[src/rtl/cpu_pkg.sv]
// Shared CPU types and constants.
// Holds the fetch state encoding and the opcode length rule.
package cpu_pkg;

  localparam int REG_WIDTH = 8;
  localparam int ADDR_WIDTH = 16;
  localparam logic [15:0] RESET_VECTOR = 16'hFFFC;

  typedef enum logic [2:0] {
    VEC_LO,
    VEC_HI,
    FETCH_OP,
    FETCH_LO,
    FETCH_HI,
    HOLD
  } fetch_state_e;

  // Opcode is aaa_bbb_cc; the group bits cc pick the addressing table.
  function automatic logic [1:0] ins_length(input logic [7:0] op);
    logic [2:0] b;
    logic [1:0] c;
    logic [1:0] len;
    b = op[4:2];
    c = op[1:0];
    len = 2'd2;
    if (c == 2'b11) begin
      len = 2'd1;
    end else if (c == 2'b01) begin
      if (b == 3'b011 || b == 3'b110 || b == 3'b111) len = 2'd3;
      else len = 2'd2;
    end else if (b == 3'b011 || b == 3'b111) begin
      len = 2'd3;
    end else if (b == 3'b010 || b == 3'b110) begin
      len = 2'd1;
    end else if (b == 3'b001 || b == 3'b100 || b == 3'b101) begin
      len = 2'd2;
    end else if (c == 2'b00) begin
      if (op == 8'h20) len = 2'd3;
      else if (op == 8'h00 || op == 8'h40 || op == 8'h60) len = 2'd1;
      else len = 2'd2;
    end else begin
      len = 2'd2;
    end
    return len;
  endfunction

endpackage

[src/rtl/ins_len_decode.sv]
// Combinational opcode to instruction length.
// Shared by fetch and decode.
module ins_len_decode
  import cpu_pkg::*;
(
  input  logic [7:0] opcode_i,
  output logic [1:0] len_o
);

  assign len_o = ins_length(opcode_i);

endmodule

[src/rtl/fetch_unit.sv]
// Instruction fetch sequencer: vector read, byte fetch, sizing,
// and valid/ready presentation of whole instructions to decode.
module fetch_unit #(
  parameter int DATA_WIDTH = cpu_pkg::REG_WIDTH,
  parameter int ADDR_WIDTH = cpu_pkg::ADDR_WIDTH,
  parameter logic [ADDR_WIDTH-1:0] RESET_VECTOR = cpu_pkg::RESET_VECTOR
) (
  input  logic                  clk,
  input  logic                  reset,
  output logic [ADDR_WIDTH-1:0] mem_addr,
  output logic                  mem_rd,
  input  logic [DATA_WIDTH-1:0] mem_data,
  input  logic                  mem_ack,
  input  logic                  pc_load,
  input  logic [ADDR_WIDTH-1:0] pc_load_val,
  output logic [DATA_WIDTH-1:0] fetch_out,
  output logic [DATA_WIDTH-1:0] op_lo,
  output logic [DATA_WIDTH-1:0] op_hi,
  output logic [1:0]            ins_len,
  output logic [ADDR_WIDTH-1:0] ins_pc,
  output logic                  ins_valid,
  input  logic                  ins_ready,
  output logic [ADDR_WIDTH-1:0] pc_out
);

  import cpu_pkg::*;

  fetch_state_e          state_q, state_d;
  logic [ADDR_WIDTH-1:0] pc_q, pc_d;
  logic [ADDR_WIDTH-1:0] ipc_q, ipc_d;
  logic [DATA_WIDTH-1:0] op_q, op_d;
  logic [DATA_WIDTH-1:0] lo_q, lo_d;
  logic [DATA_WIDTH-1:0] hi_q, hi_d;
  logic [DATA_WIDTH-1:0] vlo_q, vlo_d;
  logic [1:0]            len_q, len_d;
  logic                  rd_q, rd_d;
  logic [1:0]            dec_len;
  logic                  xfer;
  logic                  redirect;

  ins_len_decode u_len (
    .opcode_i (mem_data),
    .len_o    (dec_len)
  );

  assign xfer = rd_q && mem_ack;
  assign redirect = pc_load &&
                    state_q != VEC_LO &&
                    state_q != VEC_HI;

  always_ff @(posedge clk or posedge reset) begin
    if (reset) begin
      state_q <= VEC_LO;
      pc_q    <= RESET_VECTOR;
      ipc_q   <= '0;
      op_q    <= '0;
      lo_q    <= '0;
      hi_q    <= '0;
      vlo_q   <= '0;
      len_q   <= '0;
      rd_q    <= 1'b0;
    end else begin
      state_q <= state_d;
      pc_q    <= pc_d;
      ipc_q   <= ipc_d;
      op_q    <= op_d;
      lo_q    <= lo_d;
      hi_q    <= hi_d;
      vlo_q   <= vlo_d;
      len_q   <= len_d;
      rd_q    <= rd_d;
    end
  end

  // A request goes out one cycle after entering a fetch state and
  // drops for one cycle after each ack.
  always_comb begin
    state_d = state_q;
    pc_d    = pc_q;
    ipc_d   = ipc_q;
    op_d    = op_q;
    lo_d    = lo_q;
    hi_d    = hi_q;
    vlo_d   = vlo_q;
    len_d   = len_q;
    rd_d    = rd_q;
    if (redirect) begin
      state_d = FETCH_OP;
      pc_d    = pc_load_val;
      lo_d    = '0;
      hi_d    = '0;
      rd_d    = 1'b0;
    end else begin
      unique case (state_q)
        VEC_LO: begin
          rd_d = 1'b1;
          if (xfer) begin
            vlo_d   = mem_data;
            pc_d    = pc_q + 1'b1;
            rd_d    = 1'b0;
            state_d = VEC_HI;
          end
        end
        VEC_HI: begin
          rd_d = 1'b1;
          if (xfer) begin
            pc_d    = {mem_data, vlo_q};
            rd_d    = 1'b0;
            state_d = FETCH_OP;
          end
        end
        FETCH_OP: begin
          rd_d = 1'b1;
          if (xfer) begin
            op_d    = mem_data;
            ipc_d   = pc_q;
            pc_d    = pc_q + 1'b1;
            len_d   = dec_len;
            rd_d    = 1'b0;
            state_d = (dec_len == 2'd1) ? HOLD : FETCH_LO;
          end
        end
        FETCH_LO: begin
          rd_d = 1'b1;
          if (xfer) begin
            lo_d    = mem_data;
            pc_d    = pc_q + 1'b1;
            rd_d    = 1'b0;
            state_d = (len_q == 2'd3) ? FETCH_HI : HOLD;
          end
        end
        FETCH_HI: begin
          rd_d = 1'b1;
          if (xfer) begin
            hi_d    = mem_data;
            pc_d    = pc_q + 1'b1;
            rd_d    = 1'b0;
            state_d = HOLD;
          end
        end
        HOLD: begin
          rd_d = 1'b0;
          if (ins_ready) begin
            lo_d    = '0;
            hi_d    = '0;
            state_d = FETCH_OP;
          end
        end
        default: begin
          state_d = VEC_LO;
          rd_d    = 1'b0;
        end
      endcase
    end
  end

  assign mem_rd    = rd_q;
  assign mem_addr  = rd_q ? pc_q : '0;
  assign fetch_out = op_q;
  assign op_lo     = lo_q;
  assign op_hi     = hi_q;
  assign ins_len   = len_q;
  assign ins_pc    = ipc_q;
  assign ins_valid = (state_q == HOLD);
  assign pc_out    = pc_q;

endmodule

[config.mk]
export PLATFORM = sky130hd
export DESIGN_NAME = fetch_unit
export DESIGN_NICKNAME = d
export VERILOG_FILES = /design/src/rtl/cpu_pkg.sv /design/src/rtl/ins_len_decode.sv /design/src/rtl/fetch_unit.sv
export SDC_FILE = /design/constraint.sdc
export NUM_CORES = 1
export LEC_CHECK = 0
export BUFFER_PORTS_ARGS = -buffer_cell sky130_fd_sc_hd__buf_2
export CORE_ASPECT_RATIO = 1.25
export CORE_MARGIN = 5
export CORE_UTILIZATION = 35
export DETAILED_ROUTE_END_ITERATION = 7
export PLACE_DENSITY = 0.67
export REMOVE_ABC_BUFFERS = 1
export SLEW_MARGIN = 0
export SYNTH_ARGS = -nofsm -noshare
export SYNTH_HDL_FRONTEND = slang
export SYNTH_SLANG_ARGS = --single-unit
[constraint.sdc]
create_clock -name clk -period 2.6 [get_ports clk]
set_clock_uncertainty 0.15 [all_clocks]
set_input_delay 0.13 -clock clk [delete_from_list [all_inputs] [get_ports clk]]
set_output_delay 0.13 -clock clk [all_outputs]
set_load 0.05 [all_outputs]
# Word-level counts from Yosys, hierarchy flattened
# Index checks and enable logic that the tools add are counted.
# totals
reg_bits,70
latchBits,0
mem_bits_rw,0
rom_bits,0
in_bits,29
wordCells,97
mem_count,0
# op_classes
addsub,1
mul,0
div_mod_pow,0
order_cmp,0
n_eq_ne,27
n_shift,0
muxes,33
n_bitwise,1
n_reduce_logical,26
# ops
cell,n
2-to-1 mux 16 bit,4
2-to-1 mux 8 bit,4
one-hot mux 16 bit (2 select lines),1
one-hot mux 8 bit (2 select lines),2
2-to-1 mux 3 bit,8
equality test 3 bit (second input constant),6
one-hot mux 3 bit (6 select lines),1
adder 16 x 1 -> 16 bit (second input constant),1
equality test 8 x 7 -> 1 bit (second input constant),2
2-to-1 mux 2 bit,8
!= test 3 bit (second input constant),5
AND reduction 3 bit,5
equality test 3 x 2 -> 1 bit (second input constant),4
nonzero test 3 bit,4
!= test 3 x 1 -> 1 bit (second input constant),3
equality test 8 x 6 -> 1 bit (second input constant),1
logical NOT 8 bit,1
logical OR 1 bit,8
equality test 3 x 1 -> 1 bit (second input constant),2
AND reduction 6 bit,1
2-to-1 mux 1 bit,5
OR reduction 5 bit,1
equality test 2 x 1 -> 1 bit (second input constant),2
equality test 2 bit (second input constant),2
5 further kinds,7

# Logic depth before layout (Yosys ltp)
# Gate-level depths: netlist of the first run.
# logic_depth
ltp_word,16
mapped_depth,7

# Hierarchy
# From an unflattened synthesis of the first run, not the netlist that was laid out.
# unflattened
cells_unflattened,381
hier_area_um2,3796.1
# modules_own_cells
module,instances,cells_per_inst,area_each_um2,seq_area_each_um2
fetch_unit,1,371,3736.1,1769.2
ins_len_decode,1,10,60.1,0.0

# Worst setup path after synthesis of the first run
# OpenSTA, ideal clock, no wires.
# synth_timing
path_type,register to register
startpoint,register pc_q[0] (netlist: pc_out[0])
endpoint,register pc_q[10] (netlist: pc_out[10])
setup_time_ps,62
t_arrival_ps,1977
t_required_ps,2388
slack_ps,412
path_stages_with_launch,7
period_less_slack_ps,2188
path_cell_list,dfrtp_1 ha_1 nand3_1 or2_2 a2111oi_0 o21ai_0 nand2_1
# synth_between
elab_chain_cells,4
# synth_lines
element,line_no,source
"start, declared",fetch_unit.sv:29,"logic [ADDR_WIDTH-1:0] pc_q, pc_d;"
"start signal, assigned",fetch_unit.sv:64,pc_q <= pc_d;
adder 16 x 1 -> 16 bit,n/a,
2-to-1 mux 16 bit,n/a,
one-hot mux 16 bit (2 select lines),fetch_unit.sv:94,unique case (state_q)
2-to-1 mux 16 bit,fetch_unit.sv:87,if (redirect) begin
# No other way between the ends. The select of a mux whose other input is x is not followed.
# A chain may end at the register's enable or synchronous reset.

# Worst setup path after layout of the first run
# layout_timing
startpoint,register state_q[0]
endpoint,register hi_q[5] (netlist: op_hi[5])
# layout_between
elab_chain_cells,5
elab_cells_between_ends,12
# layout_lines
element,line_no,source
"start, declared",fetch_unit.sv:28,"fetch_state_e state_q, state_d;"
"start signal, assigned",fetch_unit.sv:63,state_q <= state_d;
nonzero test 3 bit,fetch_unit.sv:48,state_q != VEC_LO &&
logical AND 1 bit,fetch_unit.sv:47,assign redirect = pc_load &&
logical AND 1 bit,fetch_unit.sv:48,
"!= test 3 bit (no line), or another cell as far along",n/a,
AND reduction 3 bit (no line),n/a,
"end signal, assigned",fetch_unit.sv:68,hi_q <= hi_d;
"end, declared",fetch_unit.sv:33,"logic [DATA_WIDTH-1:0] hi_q, hi_d;"
# Several ways; a longest one is shown, not always the timed one.

==> results of run 1 <==
-- worst min-delay path by stage --
stage / slack (ns) / start / to / cells past startpoint
6_report: 0.01 / pc_load_val[15] / pc_out[15]$_DFFE_PP1P_ / 3
5_1_grt: 0.03 / pc_load_val[13] / pc_out[13]$_DFFE_PP1P_ / 3
4_1_cts: 0.01 / pc_load_val[15] / pc_out[15]$_DFFE_PP1P_ / 3
3_5_place_dp: 0.02 / reset / fetch_out[0]$_DFFE_PP0P_ / 2
3_3_place_gp: -0.0003 / reset / fetch_out[0]$_DFFE_PP0P_ / 2
2_1_floorplan: 0.07 / mem_ack / mem_rd$_DFF_PP0_ / 1
-- timing repair --
item	CTS	global route
hold endpoints to repair	39	0
buffers inserted	0	0
hold buffers	18	0
-- flip-flops by register name, summed over array words and instances (netlist names) --
register   cells
pc_out        16
op_hi          8
ins_pc        16
ins_len        2
op_lo          8
fetch_out      8
mem_rd         1
vlo_q          8
state_q        3
-- metal layers --
layer,part of all wire (%),global-route usage (%),vias to the layer above
met4,2.0,8.68,0
li1,-,-,1533
met5,0,0,-
met1,41,21.3,1562
met2,49,27.6,130
met3,7.8,3.72,19
-- cell usage after synthesis (all sizes together) (2+ instances only) --
cell type | n | area share, %
nand3 | 10 | 1.4
a211oi | 10 | 2.1
a21oi | 20 | 2.8
mux2 | 31 | 9.7
dfrtp | 56 | 39
nor4 | 3 | 0.52
a221o | 5 | 1.4
a21o | 2 | 0.45
nor2 | 23 | 2.4
dfstp | 14 | 10
o31ai | 3 | 0.63
a31oi | 2 | 0.35
o22ai | 7 | 1.2
and2 | 16 | 2.8
nand2 | 36 | 3.8
nand4 | 4 | 0.70
inv | 14 | 1.5
nor2b | 2 | 0.35
or2 | 3 | 0.52
nor3 | 5 | 0.70
o211ai | 2 | 0.42
xnor2 | 7 | 1.7
or4 | 2 | 0.42
buf | 9 | 1.6
clkbuf | 14 | 1.7
o21ai | 33 | 4.6
or3 | 2 | 0.35
and2b | 2 | 0.45
mux2i | 9 | 2.5
-- cell families after synthesis --
group,count (synthesis),synth area share (%)
AND/OR/NAND/NOR,114,15.6
AO/OA/AOI/OAI,92,15.9
flip-flops,70,49.1
multiplexers,40,12.2
buffers and inverters,37,4.80
XOR/XNOR,8,1.95
adder cells (fa/ha/maj),1,0.348
-- per-stage QoR --
step	util [%]	setup slack, ns
after global routing	46.4	0.123
after global placement	42.0	0.483
final	46.4	0.371
after CTS	46.4	0.353
after detailed placement	42.0	0.369
after floorplan	-	0.122
-- cell type report --
cell class	instances	area [um^2]	share of cell area (%)
sequential	70	1770	37.7
multi-input combinational	255	1660	35.3
timing repair buffer	131	781	16.6
clock buffer	10	229	4.88
tap	129	161	3.44
inverter	14	52.6	1.12
clock inverter	6	40.0	0.854
-- tightest hold or removal path, cell delays in order --
cell and delay [ns]:
buf_2 0.11, o21ai_0 0.13, o21ai_0 0.10
==> results.py, run 1 <==
metrics = {
    "layout": {
        "n_fill_cell": 979,
        "layout.cells.non_filler": 615,
        "postLayoutCellArea_mm2": 0.00469,
        "final_cell_mix": "buf_2, dfrtp_1, nand2_1",
        "fin_nets": 511,
        "drive_above_1_share_pct": 37.0,
        "diodes": 0,
        "area_growth_syn_to_layout_pct": 30.3,
        "final_common_cell": "buf_2",
    },
    "critical_path": {
        "crit_path_end_kind": "register",
        "cp_top_family": "compound AO/OA/AOI/OAI gates",
        "crit_slowest_cell": "o22ai_1",
        "worstSetupStartpointType": "register",
        "worst_r2r_startpoint": "state_q[0]$_DFFE_PP0P_",
        "r2r_slack_ns": 0.37,
        "cp-endpoint": "op_hi[5]$_DFFE_PP0P_",
        "slowest_delay_ns": 0.80,
        "crit_type": "register to register",
        "cp.required_ns": 2.59,
        "reg2reg_depth": 4,
        "timing.rr.end": "op_hi[5]$_DFFE_PP0P_",
        "cp_cell_sequence": "nand3b_1, a21oi_1, o22ai_1, o21ai_0",
        "path_buf_inv": 0,
        "critPathArrivalTime_ns": 2.22,
        "cp_num_cells": 4,
        "critPathLaunch": "state_q[0]$_DFFE_PP0P_",
        "worstPathMaxFanout": 16,
    },
    "placement": {
        "port-buffer-count": 104,
        "gp_congestion": 0.799,
        "dp_hpwl_um": 7350,
        "dpl.cell_count": 581,
        "dpl_cell_area_mm2": 0.00424,
    },
    "run": {
        "maxCapViolCount": 0,
    },
    "clocking": {
        "cts_root_buf": "clkbuf_16",
        "cts_tree": "done",
        "cts_max_path_buffers": 2,
        "clk_pin_slew_ns": 0.06,
        "cts_max_level": 3,
        "clk_latency_ns": 0.32,
        "ctsResizeCount": 0,
        "numClockSinks": 70,
        "cts_buffers": 9,
    },
    "grt": {
        "grt_pass1_wl_um": 16400,
        "grt_pass1_vias": 3215,
        "grt_usage_pct": 17.0,
        "antenna_found_initial": 0,
        "grt_max_degree": 32,
        "overflow": 0,
    },
    "detailed_routing": {
        "wire_per_inst_um": 16.4,
        "vias_per_cell": 5.27,
        "firstDrtPassIters": 4,
        "final_antenna_net_count": 0,
        "num_vias": 3244,
        "drt_iter0_drc": 130,
        "wl_um": 10100,
        "drc": 0,
    },
    "die": {
        "boundaryPins": 105,
        "fp.coreArea_mm2": 0.0101,
        "dieArea_mm2": 0.0124,
        "die_w_um": 101,
        "die_h_um": 123,
        "initial_core_util_pct": 35.6,
        "rows": 41,
    },
    "sta": {
        "worst_pin_slew_ns": 1.07,
        "fmax_mhz": 449,
        "relSlewSlack_pct": 29.0,
        "hold_viol": 0,
        "grt_setup_unrepaired": "false",
        "holdWs_ns": 0.0127,
        "setup_viol": 0,
        "layout_worst_path_cycle_share_pct": 85.7,
        "period_needed_ns": 2.23,
        "setup_tns_ns": 0,
        "maxSlewViolCount": 0,
    },
    "hold_path": {
        "hp-class": "input port to register",
    },
    "yosys": {
        "yosys_most_used_dff": "dfrtp_1",
        "synth_area_mm2": 0.00360,
        "synth.avg_cell_area_um2": 9.94,
        "yosysSeqAreaShare_pct": 49.1,
        "ys_ff_latch": 70,
        "ys.warnings.count": 0,
        "syn_inst": 362,
        "synth_edf_count": 0,
        "synth_cell_types": 51,
        "async_reset_ff_share_pct": 100,
    },
    "outcome": {
        "status": "complete, no violations",
    },
}
Power of run 1 is left out: the tool's default activity adds up to more than one toggle a clock period on the data nets, which glitch-free logic cannot reach.
==> run 2, diff against run 1 <==
Settings changed: CORE_UTILIZATION 35 to 46, CTS_BUF_LIST set to sky130_fd_sc_hd__clkbuf_4 sky130_fd_sc_hd__clkbuf_8, PLACE_DENSITY 0.67 to 0.81.
Clock period 2.6 ns to 2.2 ns, I/O delays scaled along.
==> results.py, run 2 (same netlist as run 1, synthesis figures left out) <==
metrics = {
    "outcome": {
        "status": "complete, no violations",
    },
    "detailed_routing": {
        "drt_iter0_drc": 237,
        "final_antenna_net_count": 0,
        "drc": 0,
        "num_vias": 3247,
        "wire_per_inst_um": 16.4,
        "vias_per_cell": 5.47,
        "firstDrtPassIters": 4,
        "wl_um": 9750,
    },
    "grt": {
        "grt_pass1_wl_um": 15800,
        "grt_pass1_vias": 3291,
        "overflow": 0,
        "antenna_found_initial": 0,
        "grt_usage_pct": 21.1,
        "grt_max_degree": 40,
    },
    "die": {
        "fp.coreArea_mm2": 0.00770,
        "boundaryPins": 105,
        "initial_core_util_pct": 46.7,
        "die_h_um": 109,
        "rows": 36,
        "dieArea_mm2": 0.00971,
        "die_w_um": 89.1,
    },
    "placement": {
        "port-buffer-count": 104,
        "dp_hpwl_um": 7210,
        "place_ws_ns": 0.160,
        "gp_congestion": 0.880,
    },
    "critical_path": {
        "cp.required_ns": 2.29,
        "critPathArrivalTime_ns": 2.18,
        "path_buf_inv": 2,
        "worstPathMaxFanout": 7,
        "cp_cell_sequence": "dlygate4sd3_1, buf_2, or4_1, o31ai_1, mux2_1, nor2_1, o41a_1",
        "crit_type": "input port to register",
        "slowest_delay_ns": 0.55,
        "crit_path_end_kind": "register",
        "cp_top_family": "buffers and inverters",
        "crit_slowest_cell": "or4_1",
        "worstSetupStartpointType": "input port",
    },
    "sta": {
        "layout_worst_path_cycle_share_pct": 95.4,
        "period_needed_ns": 2.10,
        "relSlewSlack_pct": 51.2,
        "hold_viol": 0,
        "setup_ws_ns": 0.102,
        "setup_viol": 0,
        "maxSlewViolCount": 0,
        "grt_setup_unrepaired": "false",
        "fmax_mhz": 477,
        "worst_pin_slew_ns": 0.727,
    },
    "clocking": {
        "cts_root_buf": "clkbuf_8",
        "clk_pin_slew_ns": 0.08,
        "cts_setup_buffers": 0,
        "cts_buffers": 9,
        "clk_latency_ns": 0.35,
        "cts_tree": "done",
        "cts_max_path_buffers": 2,
        "cts_max_level": 3,
        "numClockSinks": 70,
    },
    "layout": {
        "drive_above_1_share_pct": 37.9,
        "area_growth_syn_to_layout_pct": 29.6,
        "final_common_cell": "buf_2",
        "final_cell_mix": "buf_2, dfrtp_1, nand2_1",
        "diodes": 0,
        "fin_nets": 524,
    },
    "hold_path": {
        "hp-class": "input port to register",
    },
    "run": {
        "maxCapViolCount": 0,
    },
}
==> run 2: changes by cell type in the layout (fill, tap and decap cells not counted), sizes merged <==
cell | before | now
buf | 113 | 120
clkbuf | 10 | 9
clkinv | 2 | 3
clkinvlp | 4 | 3
dlygate4sd3 | 18 | 24
inv | 14 | 15
==> run 2: worst paths after layout <==
check / from / endpoint / slack [ns] / cells after the start
setup / recovery: mem_data[1] / state_q[1]$_DFFE_PP0P_ / 0.10 / 7
hold / removal: pc_load / state_q[1]$_DFFE_PP0P_ / 0.01 / 2
setup reg to reg: pc_out[1]$_DFFE_PP0P_ / pc_out[10]$_DFFE_PP1P_ / 0.17 / 6
hold reg to reg: ins_pc[8]$_DFFE_PP0P_ / ins_pc[8]$_DFFE_PP0P_ / 0.33 / 2
max in group asynchronous: reset / ins_pc[14]$_DFFE_PP0P_ / 1.28 / 4
min in group asynchronous: reset / op_lo[0]$_DFFE_PP0P_ / 0.05 / 3
==> run 2: routing by layer <==
| layer | GRT usage (%) | routed length, um | vias up |
|---|---|---|---|
| li1 | - | - | 1549 |
| met1 | 25.9 | 3940 | 1567 |
| met2 | 35.9 | 4950 | 119 |
| met3 | 5.90 | 705 | 12 |
| met4 | 6.06 | 152 | 0 |
| met5 | 0 | 0 | - |
==> run 2: cell type report <==
| cell class | count | area, um^2 |
|---|---|---|
| well taps | 95 | 119 |
| clock inverters | 7 | 50.0 |
| inverters | 14 | 52.6 |
| repair buffers | 144 | 893 |
| fillers | 648 | 3040 |
| flip-flops and latches | 70 | 1770 |
| clock buffers | 9 | 124 |
| multi-input cells | 255 | 1660 |
==> run 2: repair_timing <==
item | in CTS | in global routing
hold endpoints to repair | 100 | 0
gates resized for setup | 0 | 1
hold buffers | 24 | 0
setup endpoints to repair | 0 | 2
==> run 2: worst register-to-register path: cells and delay by family, from the launching register on <==
family | cells | cell delay (ns)
flops | 1 | 0.45
simple gates | 3 | 0.66
fa+ha+maj | 1 | 0.23
compound gates | 2 | 0.49
==> run 2: metrics by stage <==
stage	std cells	hold WS (ns)	utilization [%]	cell area, um^2	setup TNS [ns]
floorplan	339	0.0507	-	3480	-7.00
global placement	554	-0.123	55.2	4250	0
detailed placement	554	-0.118	55.2	4250	0
CTS	594	0.00181	60.6	4670	0
global route	594	0.0203	60.6	4670	0
finish	594	0.0142	60.6	4670	0
Power of run 2 is left out for the same reason.
==> run 3, diff against run 2 <==
Settings changed: CTS_BUF_LIST sky130_fd_sc_hd__clkbuf_4 sky130_fd_sc_hd__clkbuf_8 to sky130_fd_sc_hd__clkbuf_4.
==> results.py, run 3 (same netlist as run 1, synthesis figures left out) <==
metrics = {
    "die": {
        "die_w_um": 89.1,
        "die_h_um": 109,
        "fp.coreArea_mm2": 0.00770,
        "rows": 36,
        "boundaryPins": 105,
        "initial_core_util_pct": 46.7,
        "dieArea_mm2": 0.00971,
    },
    "clocking": {
        "clk_pin_slew_ns": 0.12,
        "cts_root_buf": "clkbuf_4",
        "cts_max_path_buffers": 2,
        "cts_buffers": 9,
        "cts_setup_buffers": 0,
        "clk_latency_ns": 0.42,
        "cts_tree": "done",
        "numClockSinks": 70,
        "cts_max_level": 3,
    },
    "grt": {
        "grt_pass1_vias": 3320,
        "antenna_found_initial": 0,
        "overflow": 0,
        "grt_max_degree": 40,
        "grt_pass1_wl_um": 15900,
        "grt_usage_pct": 21.2,
    },
    "critical_path": {
        "timing.rr.end": "pc_out[10]$_DFFE_PP1P_",
        "worst_r2r_startpoint": "pc_out[5]$_DFFE_PP1P_",
        "r2r_slack_ns": 0.15,
        "worstPathMaxFanout": 8,
        "cp.required_ns": 2.41,
        "reg2reg_depth": 5,
        "crit_path_end_kind": "register",
        "worstSetupStartpointType": "register",
        "critPathArrivalTime_ns": 2.26,
        "crit_type": "register to register",
    },
    "layout": {
        "layout.cells.non_filler": 598,
        "final_cell_mix": "buf_2, dfrtp_1, nand2_1",
        "final_common_cell": "buf_2",
        "diodes": 0,
        "fin_nets": 528,
        "final_util_pct": 60.4,
        "drive_above_1_share_pct": 37.8,
        "area_growth_syn_to_layout_pct": 29.2,
    },
    "hold_path": {
        "hp-class": "input port to register",
        "hold_end": "pc_out[14]$_DFFE_PP1P_",
        "hp-start": "pc_load_val[14]",
        "min_path_cells": 4,
    },
    "detailed_routing": {
        "drc": 0,
        "wire_per_inst_um": 16.5,
        "top_layer": "met4",
        "wl_met2_um": 4870,
        "drt_iter0_drc": 229,
        "num_vias": 3319,
        "wl_met3_um": 705,
        "wl_um": 9870,
        "wl_met1_um": 4010,
        "firstDrtPassIters": 6,
        "vias_per_cell": 5.55,
        "final_antenna_net_count": 0,
    },
    "placement": {
        "port-buffer-count": 104,
        "gp_congestion": 0.880,
        "dpl.cell_count": 554,
        "dp_hpwl_um": 7210,
        "place_ws_ns": 0.160,
    },
    "sta": {
        "maxSlewViolCount": 0,
        "relSlewSlack_pct": 50.7,
        "period_needed_ns": 2.05,
        "grt_setup_unrepaired": "false",
        "setup_ws_ns": 0.151,
        "setup_viol": 0,
        "hold_viol": 0,
        "setup_tns_ns": 0,
        "layout_worst_path_cycle_share_pct": 93.1,
        "worst_pin_slew_ns": 0.735,
        "fmax_mhz": 488,
    },
    "run": {
        "maxCapViolCount": 0,
    },
    "outcome": {
        "status": "complete, no violations",
    },
}
run 3: changes by cell type in the layout (fill, tap and decap cells not counted), sizes merged:
cell         delta
dlygate4sd3     +4
run 3: worst max-delay path: stages, from the launching register on:
cell       delay [ns]
dfstp_2          0.62
nand4_1          0.25
or2_2            0.40
a2111oi_0        0.35
o21ai_0          0.13
nand2_1          0.10
run 3: repair_timing:
| item | in CTS | in global routing |
|---|---|---|
| endpoints found under the hold margin | 121 | 0 |
| endpoints found under the setup margin | 0 | 4 |
| resized for setup | 0 | 2 |
| hold buffers | 28 | 0 |
run 3: layout make-up:
type	instances	area [um^2]
fill	651	3050
sequential	70	1770
multi-input combinational	255	1660
timing repair buffer	148	933
tap	95	119
clock buffer	9	67.6
inverter	14	52.6
clock inverter	7	50.0
run 3: per-stage QoR:
step / hold WS (ns) / instance area, um^2
2_1_floorplan: 0.0507 / 3480
5_1_grt: 0.0836 / 4650
3_3_place_gp: -0.123 / 4250
3_5_place_dp: -0.118 / 4250
4_1_cts: 0.0439 / 4650
6_report: 0.0840 / 4650
run 3: how the worst max path moves through the flow:
stage / from / to / slack, ns / depth (start not counted)
global route: pc_out[2]$_DFFE_PP1P_ / pc_out[15]$_DFFE_PP1P_ / 0.007 / 5
floorplan: mem_rd$_DFF_PP0_ / fetch_out[0]$_DFFE_PP0P_ / -0.28 / 3
finish: pc_out[5]$_DFFE_PP1P_ / pc_out[10]$_DFFE_PP1P_ / 0.15 / 5
global placement: pc_out[0]$_DFFE_PP0P_ / pc_out[10]$_DFFE_PP1P_ / 0.23 / 6
detailed placement: pc_out[0]$_DFFE_PP0P_ / pc_out[10]$_DFFE_PP1P_ / 0.16 / 6
CTS: pc_out[0]$_DFFE_PP0P_ / pc_out[10]$_DFFE_PP1P_ / 0.12 / 6
run 3: per-layer routing:
metal  vias to the layer above  GRT usage (%)
met4                         0           9.57
li1                       1560              -
met5                         -              0
met1                      1604           25.9
met3                        20           4.46
met2                       135           35.5
Power of run 3 is left out for the same reason.
